`config.mk`:
```
export PLATFORM = sky130hd
export DESIGN_NAME = spart_fifo_uart
export DESIGN_NICKNAME = d
export VERILOG_FILES = /design/src/rtl/spart_pkg.sv /design/src/rtl/spart_fifo.sv /design/src/rtl/spart_fifo_uart.sv
export SDC_FILE = /design/constraint.sdc
export NUM_CORES = 1
export LEC_CHECK = 0
export CORE_UTILIZATION = 65
export CTS_CLUSTER_DIAMETER = 150
export DETAILED_ROUTE_END_ITERATION = 16
export GPL_TIMING_DRIVEN = 0
export PLACE_DENSITY = 0.89
export SETUP_SLACK_MARGIN = 0.3
export SLEW_MARGIN = 10
export SYNTH_ARGS = -nofsm -noshare
export SYNTH_HDL_FRONTEND = slang
export SYNTH_SLANG_ARGS = --single-unit
```
`constraint.sdc`:
```
create_clock -name clk -period 6.8 [get_ports clk]
set_input_delay 1.36 -clock clk [delete_from_list [all_inputs] [get_ports clk]]
set_output_delay 1.36 -clock clk [all_outputs]
set_load 0.03 [all_outputs]
```
`src/rtl/spart_pkg.sv`:
```
// spart_pkg: register map, status/ctrl bit positions and FSM state types shared by the SPART UART
package spart_pkg;
  localparam logic [1:0] ADDR_DATA = 2'b00;
  localparam logic [1:0] ADDR_STAT = 2'b01;
  localparam logic [1:0] ADDR_DIVL = 2'b10;
  localparam logic [1:0] ADDR_DIVH = 2'b11;
  localparam int ST_RDA = 0;
  localparam int ST_TBR = 1;
  localparam int ST_TX_IDLE = 2;
  localparam int ST_OVERRUN = 3;
  localparam int ST_FRAME_ERR = 4;
  localparam int ST_PARITY_ERR = 5;
  localparam int CTRL_PEN = 0;
  localparam int CTRL_PODD = 1;
  localparam int CTRL_TWO_STOP = 2;
  typedef enum logic [2:0] {TX_IDLE, TX_START, TX_DATA, TX_PARITY, TX_STOP} tx_state_e;
  typedef enum logic [2:0] {RX_IDLE, RX_START, RX_DATA, RX_PARITY, RX_STOP} rx_state_e;
endpackage

```
`src/rtl/spart_fifo.sv`:
```
// spart_fifo: small synchronous FIFO; empty reads return zero, push on full is accepted only with a same-cycle pop
module spart_fifo #(
  parameter int WIDTH = 8,
  parameter int DEPTH = 4
) (
  input  logic             clk,
  input  logic             rst,
  input  logic             push,
  input  logic             pop,
  input  logic [WIDTH-1:0] din,
  output logic [WIDTH-1:0] dout,
  output logic             full,
  output logic             empty
);
  localparam int AW = $clog2(DEPTH);
  logic [WIDTH-1:0] mem [DEPTH];
  logic [AW-1:0] wp, rp;
  logic [AW:0] cnt;
  logic do_push, do_pop;
  assign full = cnt == (AW+1)'(DEPTH);
  assign empty = cnt == '0;
  assign do_push = push && (!full || pop);
  assign do_pop = pop && !empty;
  assign dout = empty ? '0 : mem[rp];
  always_ff @(posedge clk or negedge rst)
    if (!rst) begin
      mem <= '{default: '0};
      wp <= '0;
      rp <= '0;
      cnt <= '0;
    end else begin
      if (do_push) mem[wp] <= din;
      if (do_push) wp <= wp + AW'(1);
      if (do_pop) rp <= rp + AW'(1);
      cnt <= cnt + {{AW{1'b0}}, do_push} - {{AW{1'b0}}, do_pop};
    end
endmodule

```
`src/rtl/spart_fifo_uart.sv`:
```
// spart_fifo_uart: memory-mapped UART with TX/RX FIFOs, programmable divisor, parity and stop bits
module spart_fifo_uart
  import spart_pkg::*;
#(
  parameter int          DATA_W     = 8,
  parameter int          TX_DEPTH   = 4,
  parameter int          RX_DEPTH   = 4,
  parameter int          OVERSAMPLE = 16,
  parameter logic [15:0] DIV_RST    = 16'd325
) (
  input  logic       clk,
  input  logic       rst,
  input  logic       iocs,
  input  logic       iorw,
  input  logic [1:0] ioaddr,
  input  logic [7:0] data_in,
  output logic [7:0] data_out,
  output logic       rda,
  output logic       tbr,
  output logic       txd,
  input  logic       rxd
);
  localparam int CW = $clog2(OVERSAMPLE);
  localparam logic [CW-1:0] OS_LAST = CW'(OVERSAMPLE - 1);
  localparam logic [CW-1:0] OS_HALF = CW'(OVERSAMPLE / 2 - 1);
  localparam logic [2:0] BIT_LAST = 3'(DATA_W - 1);
  logic rd, wr, stat_rd, tick;
  logic [2:0] ctrl;
  logic [15:0] div, bcnt;
  logic [7:0] div_lo, status, rx_dout, rx_din;
  logic overrun, frame_err, parity_err, tx_idle;
  assign rd = iocs & iorw;
  assign wr = iocs & ~iorw;
  assign stat_rd = rd && ioaddr == ADDR_STAT;
  assign tick = bcnt == '0;
  // A divisor-high write commits the full value and restarts the tick phase
  always_ff @(posedge clk or negedge rst)
    if (!rst) begin
      ctrl <= '0;
      div <= DIV_RST;
      div_lo <= '0;
      bcnt <= DIV_RST;
    end else begin
      if (wr && ioaddr == ADDR_STAT) ctrl <= data_in[2:0];
      if (wr && ioaddr == ADDR_DIVL) div_lo <= data_in;
      if (wr && ioaddr == ADDR_DIVH) div <= {data_in, div_lo};
      bcnt <= (wr && ioaddr == ADDR_DIVH) ? {data_in, div_lo} : tick ? div : bcnt - 16'd1;
    end
  logic tx_push, tx_pop, tx_full, tx_empty, tx_end, tx_last_stop;
  logic [DATA_W-1:0] tx_dout, tx_sh;
  tx_state_e tx_st;
  logic [CW-1:0] tx_cnt;
  logic [2:0] tx_bit;
  logic tx_par, tx_pen, tx_two, tx_stop2;
  assign tx_push = wr && ioaddr == ADDR_DATA;
  spart_fifo #(.WIDTH(DATA_W), .DEPTH(TX_DEPTH)) u_tx_fifo (
    .clk(clk), .rst(rst), .push(tx_push), .pop(tx_pop), .din(data_in[DATA_W-1:0]),
    .dout(tx_dout), .full(tx_full), .empty(tx_empty)
  );
  assign tx_end = tick && tx_cnt == OS_LAST;
  assign tx_last_stop = tx_st == TX_STOP && tx_end && (!tx_two || tx_stop2);
  assign tx_pop = !tx_empty && ((tick && tx_st == TX_IDLE) || tx_last_stop);
  assign tx_idle = tx_st == TX_IDLE && tx_empty;
  // Frame settings are latched at the pop so ctrl writes only affect the next frame
  always_ff @(posedge clk or negedge rst)
    if (!rst) begin
      tx_st <= TX_IDLE;
      txd <= 1'b1;
      tx_cnt <= '0;
      tx_bit <= '0;
      tx_sh <= '0;
      tx_par <= 1'b0;
      tx_pen <= 1'b0;
      tx_two <= 1'b0;
      tx_stop2 <= 1'b0;
    end else if (tx_pop) begin
      tx_st <= TX_START;
      txd <= 1'b0;
      tx_cnt <= '0;
      tx_sh <= tx_dout;
      tx_par <= ^tx_dout ^ ctrl[CTRL_PODD];
      tx_pen <= ctrl[CTRL_PEN];
      tx_two <= ctrl[CTRL_TWO_STOP];
    end else if (tx_last_stop) begin
      tx_st <= TX_IDLE;
    end else if (tick && tx_st != TX_IDLE) begin
      tx_cnt <= tx_end ? '0 : tx_cnt + CW'(1);
      if (tx_end)
        case (tx_st)
          TX_START: begin
            tx_st <= TX_DATA;
            txd <= tx_sh[0];
            tx_bit <= '0;
          end
          TX_DATA: begin
            if (tx_bit == BIT_LAST) begin
              tx_st <= tx_pen ? TX_PARITY : TX_STOP;
              txd <= tx_pen ? tx_par : 1'b1;
              tx_stop2 <= 1'b0;
            end else begin
              tx_sh <= tx_sh >> 1;
              txd <= tx_sh[1];
              tx_bit <= tx_bit + 3'd1;
            end
          end
          TX_PARITY: begin
            tx_st <= TX_STOP;
            txd <= 1'b1;
            tx_stop2 <= 1'b0;
          end
          default: tx_stop2 <= 1'b1;
        endcase
    end
  logic rx_s1, rx_s2, rx_prev, rx_samp, rx_done, rx_push, rx_pop, rx_full, rx_empty, par_bad;
  rx_state_e rx_st;
  logic [CW-1:0] rx_cnt;
  logic [2:0] rx_bit;
  logic [DATA_W-1:0] rx_sh;
  logic rx_pen, rx_odd;
  assign rx_samp = tick && rx_cnt == (rx_st == RX_START ? OS_HALF : OS_LAST);
  assign rx_done = rx_samp && rx_st == RX_STOP;
  assign rx_push = rx_done && !rx_full;
  assign rx_pop = rd && ioaddr == ADDR_DATA;
  assign rx_din = 8'(rx_sh);
  assign par_bad = rx_samp && rx_st == RX_PARITY && (rx_s2 != (^rx_sh ^ rx_odd));
  spart_fifo #(.WIDTH(8), .DEPTH(RX_DEPTH)) u_rx_fifo (
    .clk(clk), .rst(rst), .push(rx_push), .pop(rx_pop), .din(rx_din),
    .dout(rx_dout), .full(rx_full), .empty(rx_empty)
  );
  // Start-bit sample at half a bit rejects glitches; later samples land mid-bit
  always_ff @(posedge clk or negedge rst)
    if (!rst) begin
      rx_s1 <= 1'b1;
      rx_s2 <= 1'b1;
      rx_prev <= 1'b1;
      rx_st <= RX_IDLE;
      rx_cnt <= '0;
      rx_bit <= '0;
      rx_sh <= '0;
      rx_pen <= 1'b0;
      rx_odd <= 1'b0;
    end else begin
      rx_s1 <= rxd;
      rx_s2 <= rx_s1;
      rx_prev <= rx_s2;
      if (rx_st == RX_IDLE) begin
        if (rx_prev && !rx_s2) begin
          rx_st <= RX_START;
          rx_cnt <= '0;
          rx_pen <= ctrl[CTRL_PEN];
          rx_odd <= ctrl[CTRL_PODD];
        end
      end else if (tick) begin
        rx_cnt <= rx_samp ? '0 : rx_cnt + CW'(1);
        if (rx_samp)
          case (rx_st)
            RX_START: begin
              rx_st <= rx_s2 ? RX_IDLE : RX_DATA;
              rx_bit <= '0;
            end
            RX_DATA: begin
              rx_sh <= {rx_s2, rx_sh[DATA_W-1:1]};
              rx_bit <= rx_bit + 3'd1;
              if (rx_bit == BIT_LAST) rx_st <= rx_pen ? RX_PARITY : RX_STOP;
            end
            RX_PARITY: rx_st <= RX_STOP;
            default: rx_st <= RX_IDLE;
          endcase
      end
    end
  always_ff @(posedge clk or negedge rst)
    if (!rst) begin
      overrun <= 1'b0;
      frame_err <= 1'b0;
      parity_err <= 1'b0;
    end else begin
      overrun <= (overrun & ~stat_rd) | (rx_done & rx_full);
      frame_err <= (frame_err & ~stat_rd) | (rx_done & ~rx_s2);
      parity_err <= (parity_err & ~stat_rd) | par_bad;
    end
  assign rda = !rx_empty;
  assign tbr = !tx_full;
  always_comb begin
    status = '0;
    status[ST_RDA] = rda;
    status[ST_TBR] = tbr;
    status[ST_TX_IDLE] = tx_idle;
    status[ST_OVERRUN] = overrun;
    status[ST_FRAME_ERR] = frame_err;
    status[ST_PARITY_ERR] = parity_err;
  end
  assign data_out = !rd ? '0 : ioaddr == ADDR_DATA ? rx_dout : ioaddr == ADDR_STAT ? status :
                    ioaddr == ADDR_DIVL ? div[7:0] : div[15:8];
endmodule

```
**After elaboration in Yosys (flattened, before gate mapping)**

Index checks and enable logic that the tools add are counted.

- Mux-type cells: 62
- Add/sub/neg operators: 13
- Equality and inequality tests: 25
- Order comparisons: 6
- Bitwise logic cells: 23
- Reductions and logical operators: 66

Operators with widths:

| operator | number |
|---|---|
| two-way mux 8 bit | 18 |
| bitwise mux 32 bit | 2 |
| two-way mux 3 bit | 13 |
| two-way mux 4 bit | 9 |
| binary-select mux 8 bit (select 2 bit) | 2 |
| demux 8 bit (select 2 bit) | 2 |
| two-way mux 16 bit | 2 |
| logical AND 1 bit | 25 |
| AND reduction 4 bit | 5 |
| equality test 3 bit, second input constant | 6 |
| case mux 3 bit (3 select lines) | 2 |
| logical NOT 16 bit | 1 |
| XOR reduction 8 bit | 2 |
| subtractor 16 x 1 -> 16 bit, second input constant | 1 |
| nonzero test 2 bit | 7 |
| equality test 3 x 2 -> 1 bit, second input constant | 4 |
| greater-or-equal comparator 3 bit, second input constant | 4 |
| logical NOT 3 bit | 4 |
| NOT 2 -> 3 bit | 4 |
| case mux 3 bit (2 select lines) | 2 |
| AND reduction 6 bit | 2 |
| nonzero test 3 bit | 3 |
| adder 2 x 1 -> 2 bit, second input constant | 4 |
| adder 4 x 1 -> 4 bit, second input constant | 2 |
| 28 further kinds | 69 |

- Register bits: 170
- Output and inout port bits: 11
- Word-level logic and storage cells: 234

**Longest topological paths before layout**

Gate-level depths: netlist of the first run.

- Depth after elaboration: 10
- Depth in mapped cells: 13

**Hierarchy**

Synthesis of the first run repeated with hierarchy kept, for this count alone.

- Cells, all modules: 727
- Area, all modules: 8564.5 um^2

By module, submodules not included:

| module | cells an instance | seq. area each (um^2) | area an instance (um^2) | times used |
|---|---|---|---|---|
| spart_fifo_uart | 481 | 2317.2 | 4863.4 | 1 |
| spart_fifo | 123 | 975.9 | 1850.5 | 2 |

**Least setup slack after synthesis of the first run**

No wires, ideal clock.

- Kind: input to output
- From: input port ioaddr[0]
- To: output port data_out[1]
- Slack: 2.419 ns
- Data arrival time: 3.021 ns
- Buffers on the path: 2
- Stages on the path: 5
- Data required time: 5.440 ns
- Path through: clkbuf_1 > clkbuf_1 > nor2b_1 > a22oi_1 > o21ai_0

- Longest elaborated chain between the ends: 5
- Elaborated cells between the ends (all ways): 7

RTL lines:

| item | line | text |
|---|---|---|
| start: declaration | spart_fifo_uart.sv:15 | `input logic [1:0] ioaddr,` |
| equality test 2 bit | spart_fifo_uart.sv:193 | `ioaddr == ADDR_DIVL ? div[7:0] : div[15:8];` |
| two-way mux 8 bit | spart_fifo_uart.sv:193 |  |
| two-way mux 8 bit | spart_fifo_uart.sv:192 | `assign data_out = !rd ? '0 : ioaddr == ADDR_DATA ? rx_dout : ioaddr == ADDR_STAT ? status :` |
| two-way mux 8 bit * (2 in a row) | spart_fifo_uart.sv:192 |  |
| end: declaration | spart_fifo_uart.sv:17 | `output logic [7:0] data_out,` |

Mark *: on every way between the ends. The rest lies on a longest branch, timed or not.

**Worst setup path in the final report of the first run**

- From: input port ioaddr[0]
- To: output port data_out[2]

Same word-level chain as after synthesis.

==> results of run 1 <==
[kinds of logic after synthesis]
group	synth area share [%]
simple gates	13.2
flops	49.7
mux	20.5
compound gates	7.21
buf+inv	2.32
xor+xnor	3.83
fa+ha+maj	3.23
[flip-flops by register name, summed over array words and instances (netlist names), 8 cells and up]
signal,count
bcnt,16
u_tx_fifo.mem,32
div_lo,8
div,16
tx_sh,8
rx_din,8
u_rx_fifo.mem,32
[where the power goes]
part	internal, mW	switching, mW
clock	0.671	0.433
combinational	0.397	0.446
sequential	1.23	0.196
total	2.29	1.08
[layout make-up]
type / count / area share [%]
sequential: 170 / 43.8
multi-input combinational: 491 / 42.3
clock buffer: 18 / 4.50
timing repair buffer: 25 / 2.80
clock inverter: 14 / 2.35
tap: 172 / 2.21
buffer: 24 / 1.08
inverter: 25 / 0.962
[path summary, 6_finish.rpt]
| kind | end | from |
|---|---|---|
| max | data_out[2] | ioaddr[0] |
| min reg2reg | rx_s2$_DFF_PN1_ | rx_s1$_DFF_PN1_ |
| max in group asynchronous | u_tx_fifo.mem[21]$_DFFE_PN0P_ | rst |
| min in group asynchronous | rx_bit[2]$_DFFE_PN0P_ | rst |
| max reg2reg | u_tx_fifo.cnt[2]$_DFF_PN0_ | bcnt[0]$_DFF_PN1_ |
| min | rx_s2$_DFF_PN1_ | rx_s1$_DFF_PN1_ |
[metrics by stage]
stage               power (mW)  instances  hold WS (ns)
floorplan                 1.98        710         0.345
global placement          2.15        906         0.349
detailed placement        2.23        907         0.347
CTS                       3.36        939         0.361
global route              3.49        939         0.362
finish                    3.37        939         0.360
[cell usage in the layout, fill, tap and decap left out, types with 7 or more instances in the layout]
master / n
a21oi_1: 13
clkbuf_1: 19
clkbuf_16: 17
clkdlybuf4s50_1: 23
dfrtp_1: 158
dfstp_2: 12
ha_1: 19
inv_1: 25
mux2_2: 106
mux2i_1: 12
mux4_2: 16
nand2_1: 80
nand3_1: 13
nor2_1: 26
nor3_1: 12
o21ai_0: 33
o31ai_1: 8
xnor2_1: 28
xor2_1: 7
[layer usage]
metal | vias up | routed length [um]
li1 | 2649 | -
met1 | 3109 | 8260
met2 | 335 | 10500
met3 | 89 | 1320
met4 | 0 | 957
met5 | - | 0
==> flow_summary.yaml, run 1 <==
outcome:
  status: "completed"
sta:
  setup_tns_ns: 0
  finalWorstSetupSlack_ns: 1.34
  setup_viol: 0
  rsz0062_at_grt: "no"
  worstMarginPinSlew_ns: 1.31
  slew_headroom_pct: 11.8
  layout_min_cycle_time_ns: 5.46
  fmax_mhz: 183
  report.final.slew_viol_count: 0
  skew_ns: 0.0127
  period_share_pct: 80.4
  hold_viol: 0
clocking:
  clkTransAtPathRegs_ns: 0.07
  post-cts-setup-buffers: 0
  root_buffer: "clkbuf_16"
  cts_hold_repair.buffers: 0
  clk_latency_ns: 0.44
  cts_sinks: 170
  cts_tree: "built"
  cts_resized: 0
  clock_path_buffers: 2
  cts_buffers: 17
  h-tree-depth: 4
synth:
  synthTopCellsByArea: "dfrtp_1, mux2_2, mux4_2"
  synth_edf_count: 0
  synth_top_area_share_pct: 46.0
  synthArstFlopShare_pct: 100
  synth-main-ff-cell: "dfrtp_1"
  ys_ff_latch: 170
  avgSynthCellArea_sq_um: 12.1
  yosysTopAreaCell: "dfrtp_1"
  ys_warn_count: 0
  syn_area_sq_um: 8590
  netlist_top_cells_count: "dfrtp_1, mux2_2, nand2_1"
  syn_nets: 746
  ys_types: 76
  synth.most_common_cell: "dfrtp_1"
  yosysSeqAreaShare_pct: 49.7
  synthCells: 710
global_routing:
  grtUsageMet1_pct: 40.2
  grt_pass1_wl_um: 33800
  grt_pass1_vias: 6562
  grt_max_degree: 110
  grt_usage_pct: 34.0
  busiest_layer: "met2"
  antenna_found_initial: 0
  grt_overflow_total: 0
  globalRouteMet2Util_pct: 57.3
  grt_use_met3_pct: 8.19
cells_and_area:
  post-route-util_pct: 76.3
  fillers: 726
  seq_area_sq_um: 4270
  num_antenna_cells: 0
  multi_input_area_sq_um: 4130
  syn_to_final_growth_pct: 13.5
  finalNetCount: 790
  drive_gt1_share_pct: 27.2
  final_cell_area_sq_um: 9750
drt:
  viasPerCell: 6.58
  wl_per_cell_um: 22.4
  vias: 6182
  first_pass_iters: 9
  ant_nets: 0
  drt_iter0_markers: 728
  routed_wl_um: 21100
  drc: 0
job:
  maxCapViolCount: 0
setup_path:
  cp_num_buf_inv: 4
  critPathLaunchType: "input pin"
  crit_slowest_cell: "clkdlybuf4s50_1"
  crit_path_cell_trace: "clkdlybuf4s50_1, clkbuf_1, clkbuf_1, a32o_1, nor2_1, a211oi_1, clkdlybuf4s50_1"
  path_depth: 7
  crit_type: "input pin to output port"
  reg2reg_depth: 11
  crit_path_max_fanout: 10
  required_ns: 5.44
  reg2reg_slack_ns: 3.56
  end_kind: "output port"
  crit_arrival_ns: 4.10
  slowest_delay_ns: 0.73
  cp_top_family: "buffers and inverters"
floorplan:
  initial_utilization_pct: 67.2
  die-area_sq_um: 13700
  coreArea_sq_um: 12800
  die_h_um: 117
  row_count: 41
  die_x_um: 117
  ioPinCount: 26
placement:
  dp_slack_ns: 1.46
  hpwl_um: 13800
  gp_congestion: 0.957
  dpl_cell_area_sq_um: 9080
  port_buffers: 24
min_path:
  hold_depth: 0
  hold_class: "register to register"
power:
  ir_drop_v: 0.000237
  leakage_nw: 4.43
  p_per_area_nw_per_um2: 346
Note: power is estimated with default switching activity, not from simulation.
==> inputs of run 2 (changes only) <==
CORE_UTILIZATION = 56   (was 65)
PLACE_DENSITY = 0.81   (was 0.89)
clock period = 4.8 ns   (was 6.8 ns; I/O delays follow)
==> flow_summary.yaml, run 2 (same netlist as run 1, synthesis figures left out) <==
drt:
  viasPerCell: 6.17
  first_pass_iters: 5
  ant_nets: 0
  drt_iter0_markers: 506
  wl_per_cell_um: 20.5
  drc: 0
  vias: 5869
  routed_wl_um: 19500
clocking:
  cts_buffers: 17
  cts_sinks: 170
  cts_hold_repair.buffers: 0
  clkTransAtPathRegs_ns: 0.07
  h-tree-depth: 4
  clk_latency_ns: 0.43
  root_buffer: "clkbuf_16"
  clock_path_buffers: 2
  post-cts-setup-buffers: 0
  cts_tree: "built"
global_routing:
  antenna_found_initial: 0
  grt_pass1_wl_um: 31900
  grt_usage_pct: 26.4
  grt_max_degree: 119
  grt_overflow_total: 0
  grt_pass1_vias: 6091
setup_path:
  cp_top_family: "simple AND/OR/NAND/NOR gates"
  crit_arrival_ns: 3.37
  crit_path_max_fanout: 6
  required_ns: 3.84
  slowest_delay_ns: 1.10
  cp_num_buf_inv: 1
  critPathLaunchType: "register"
  reg2reg_depth: 10
  reg2reg_slack_ns: 1.66
  path_depth: 5
  crit_type: "register to output port"
  crit_path_cell_trace: "nor3_1, a32o_1, nor2_1, a211oi_1, clkdlybuf4s50_1"
  end_kind: "output port"
  crit_slowest_cell: "nor3_1"
cells_and_area:
  final-instance-count-excl-fill: 951
  top_regs: "u_rx_fifo.mem x32, u_tx_fifo.mem x32"
  most-common-layout-cells: "dfrtp_1, mux2_2, nand2_1"
  drive_gt1_share_pct: 27.6
  final_common_cell: "dfrtp_1"
  syn_to_final_growth_pct: 12.9
  num_antenna_cells: 0
  finalNetCount: 790
  final_cell_area_sq_um: 9690
floorplan:
  ioPinCount: 26
  die_x_um: 126
  row_count: 44
  coreArea_sq_um: 14800
  die_h_um: 126
  die-area_sq_um: 15800
  initial_utilization_pct: 58.2
power:
  ir_drop_v: 0.000266
  p_per_area_nw_per_um2: 466
  leakage_nw: 4.39
min_path:
  hold_class: "register to register"
  hold_depth: 0
placement:
  hpwl_um: 13600
  gp_congestion: 0.903
  dpl_cell_area_sq_um: 9090
  dp_slack_ns: 0.178
  placed_cells: 919
  port_buffers: 24
sta:
  worstMarginPinSlew_ns: 1.37
  hold_viol: 0
  period_share_pct: 90.3
  finalWorstSetupSlack_ns: 0.465
  report.final.slew_viol_count: 0
  setup_viol: 0
  slew_headroom_pct: 8.13
  fmax_mhz: 231
  rsz0062_at_grt: "no"
  layout_min_cycle_time_ns: 4.33
  skew_ns: 0.00670
job:
  maxCapViolCount: 0
outcome:
  status: "completed"
run 2: cell count changes in the layout (fill, tap and decap cells not counted), moves of 2 or more:
cell / before / now
bufinv_16: 5 / 1
clkbuf_1: 19 / 17
clkinv_4: 2 / 5
clkbuf_2: 0 / 2
run 2: layout make-up:
type                       instances  area [sq um]
timing repair buffer              25           273
multi-input combinational        491          4130
clock buffer                      19           453
clock inverter                    13           135
fill                            1055          5060
buffer                            24           108
tap                              184           230
inverter                          25          93.8
sequential                       170          4270
run 2: worst paths after layout:
kind,startpoint,to
worst max-delay path,u_tx_fifo.cnt[1]$_DFF_PN0_,data_out[2]
worst min-delay path,rx_s1$_DFF_PN1_,rx_s2$_DFF_PN1_
worst max register to register,tx_cnt[0]$_DFFE_PN0P_,u_tx_fifo.cnt[2]$_DFF_PN0_
worst min register to register,rx_s1$_DFF_PN1_,rx_s2$_DFF_PN1_
max in group asynchronous,rst,u_rx_fifo.wp[0]$_DFFE_PN0N_
min in group asynchronous,rst,u_tx_fifo.mem[7]$_DFFE_PN0P_
run 2: per-layer routing:
| layer | part of all wire (%) | vias up | routed length (um) | GRT usage [%] |
|---|---|---|---|---|
| met4 | 2.5 | 0 | 495 | 11.5 |
| li1 | - | 2644 | - | - |
| met5 | 0 | - | 0 | 0 |
| met3 | 4.1 | 42 | 804 | 4.50 |
| met2 | 50 | 154 | 9810 | 44.0 |
| met1 | 43 | 3029 | 8410 | 34.3 |
run 2: repair_timing:
action                     in CTS  in global routing
setup endpoints to repair       8                  5
pin swaps                       0                  0
resized for setup               1                  3
run 2: metrics by stage:
stage / utilization, % / hold slack [ns] / setup TNS (ns) / total power, mW
detailed placement: 61.6 / 0.347 / 0 / 3.15
global placement: 61.4 / 0.350 / -614.36 / 3.06
finish: 65.7 / 0.360 / 0 / 4.51
CTS: 65.6 / 0.363 / 0 / 4.51
floorplan: - / 0.345 / 0 / 2.80
global route: 65.7 / 0.367 / 0 / 4.71
run 2: power breakdown:
part           switching, mW  internal [mW]  leakage, nW  total (mW)
clock                  0.601          0.756        0.283        1.36
sequential             0.252           1.74         2.21        1.99
combinational          0.606          0.562         1.90        1.17
total                   1.46           3.06         4.39        4.51
==> inputs of run 3 (changes only) <==
TNS_END_PERCENT = 20   (was unset)
==> results of run 3 <==
No change in the layout: final DEF, timing and power equal those of run 2.
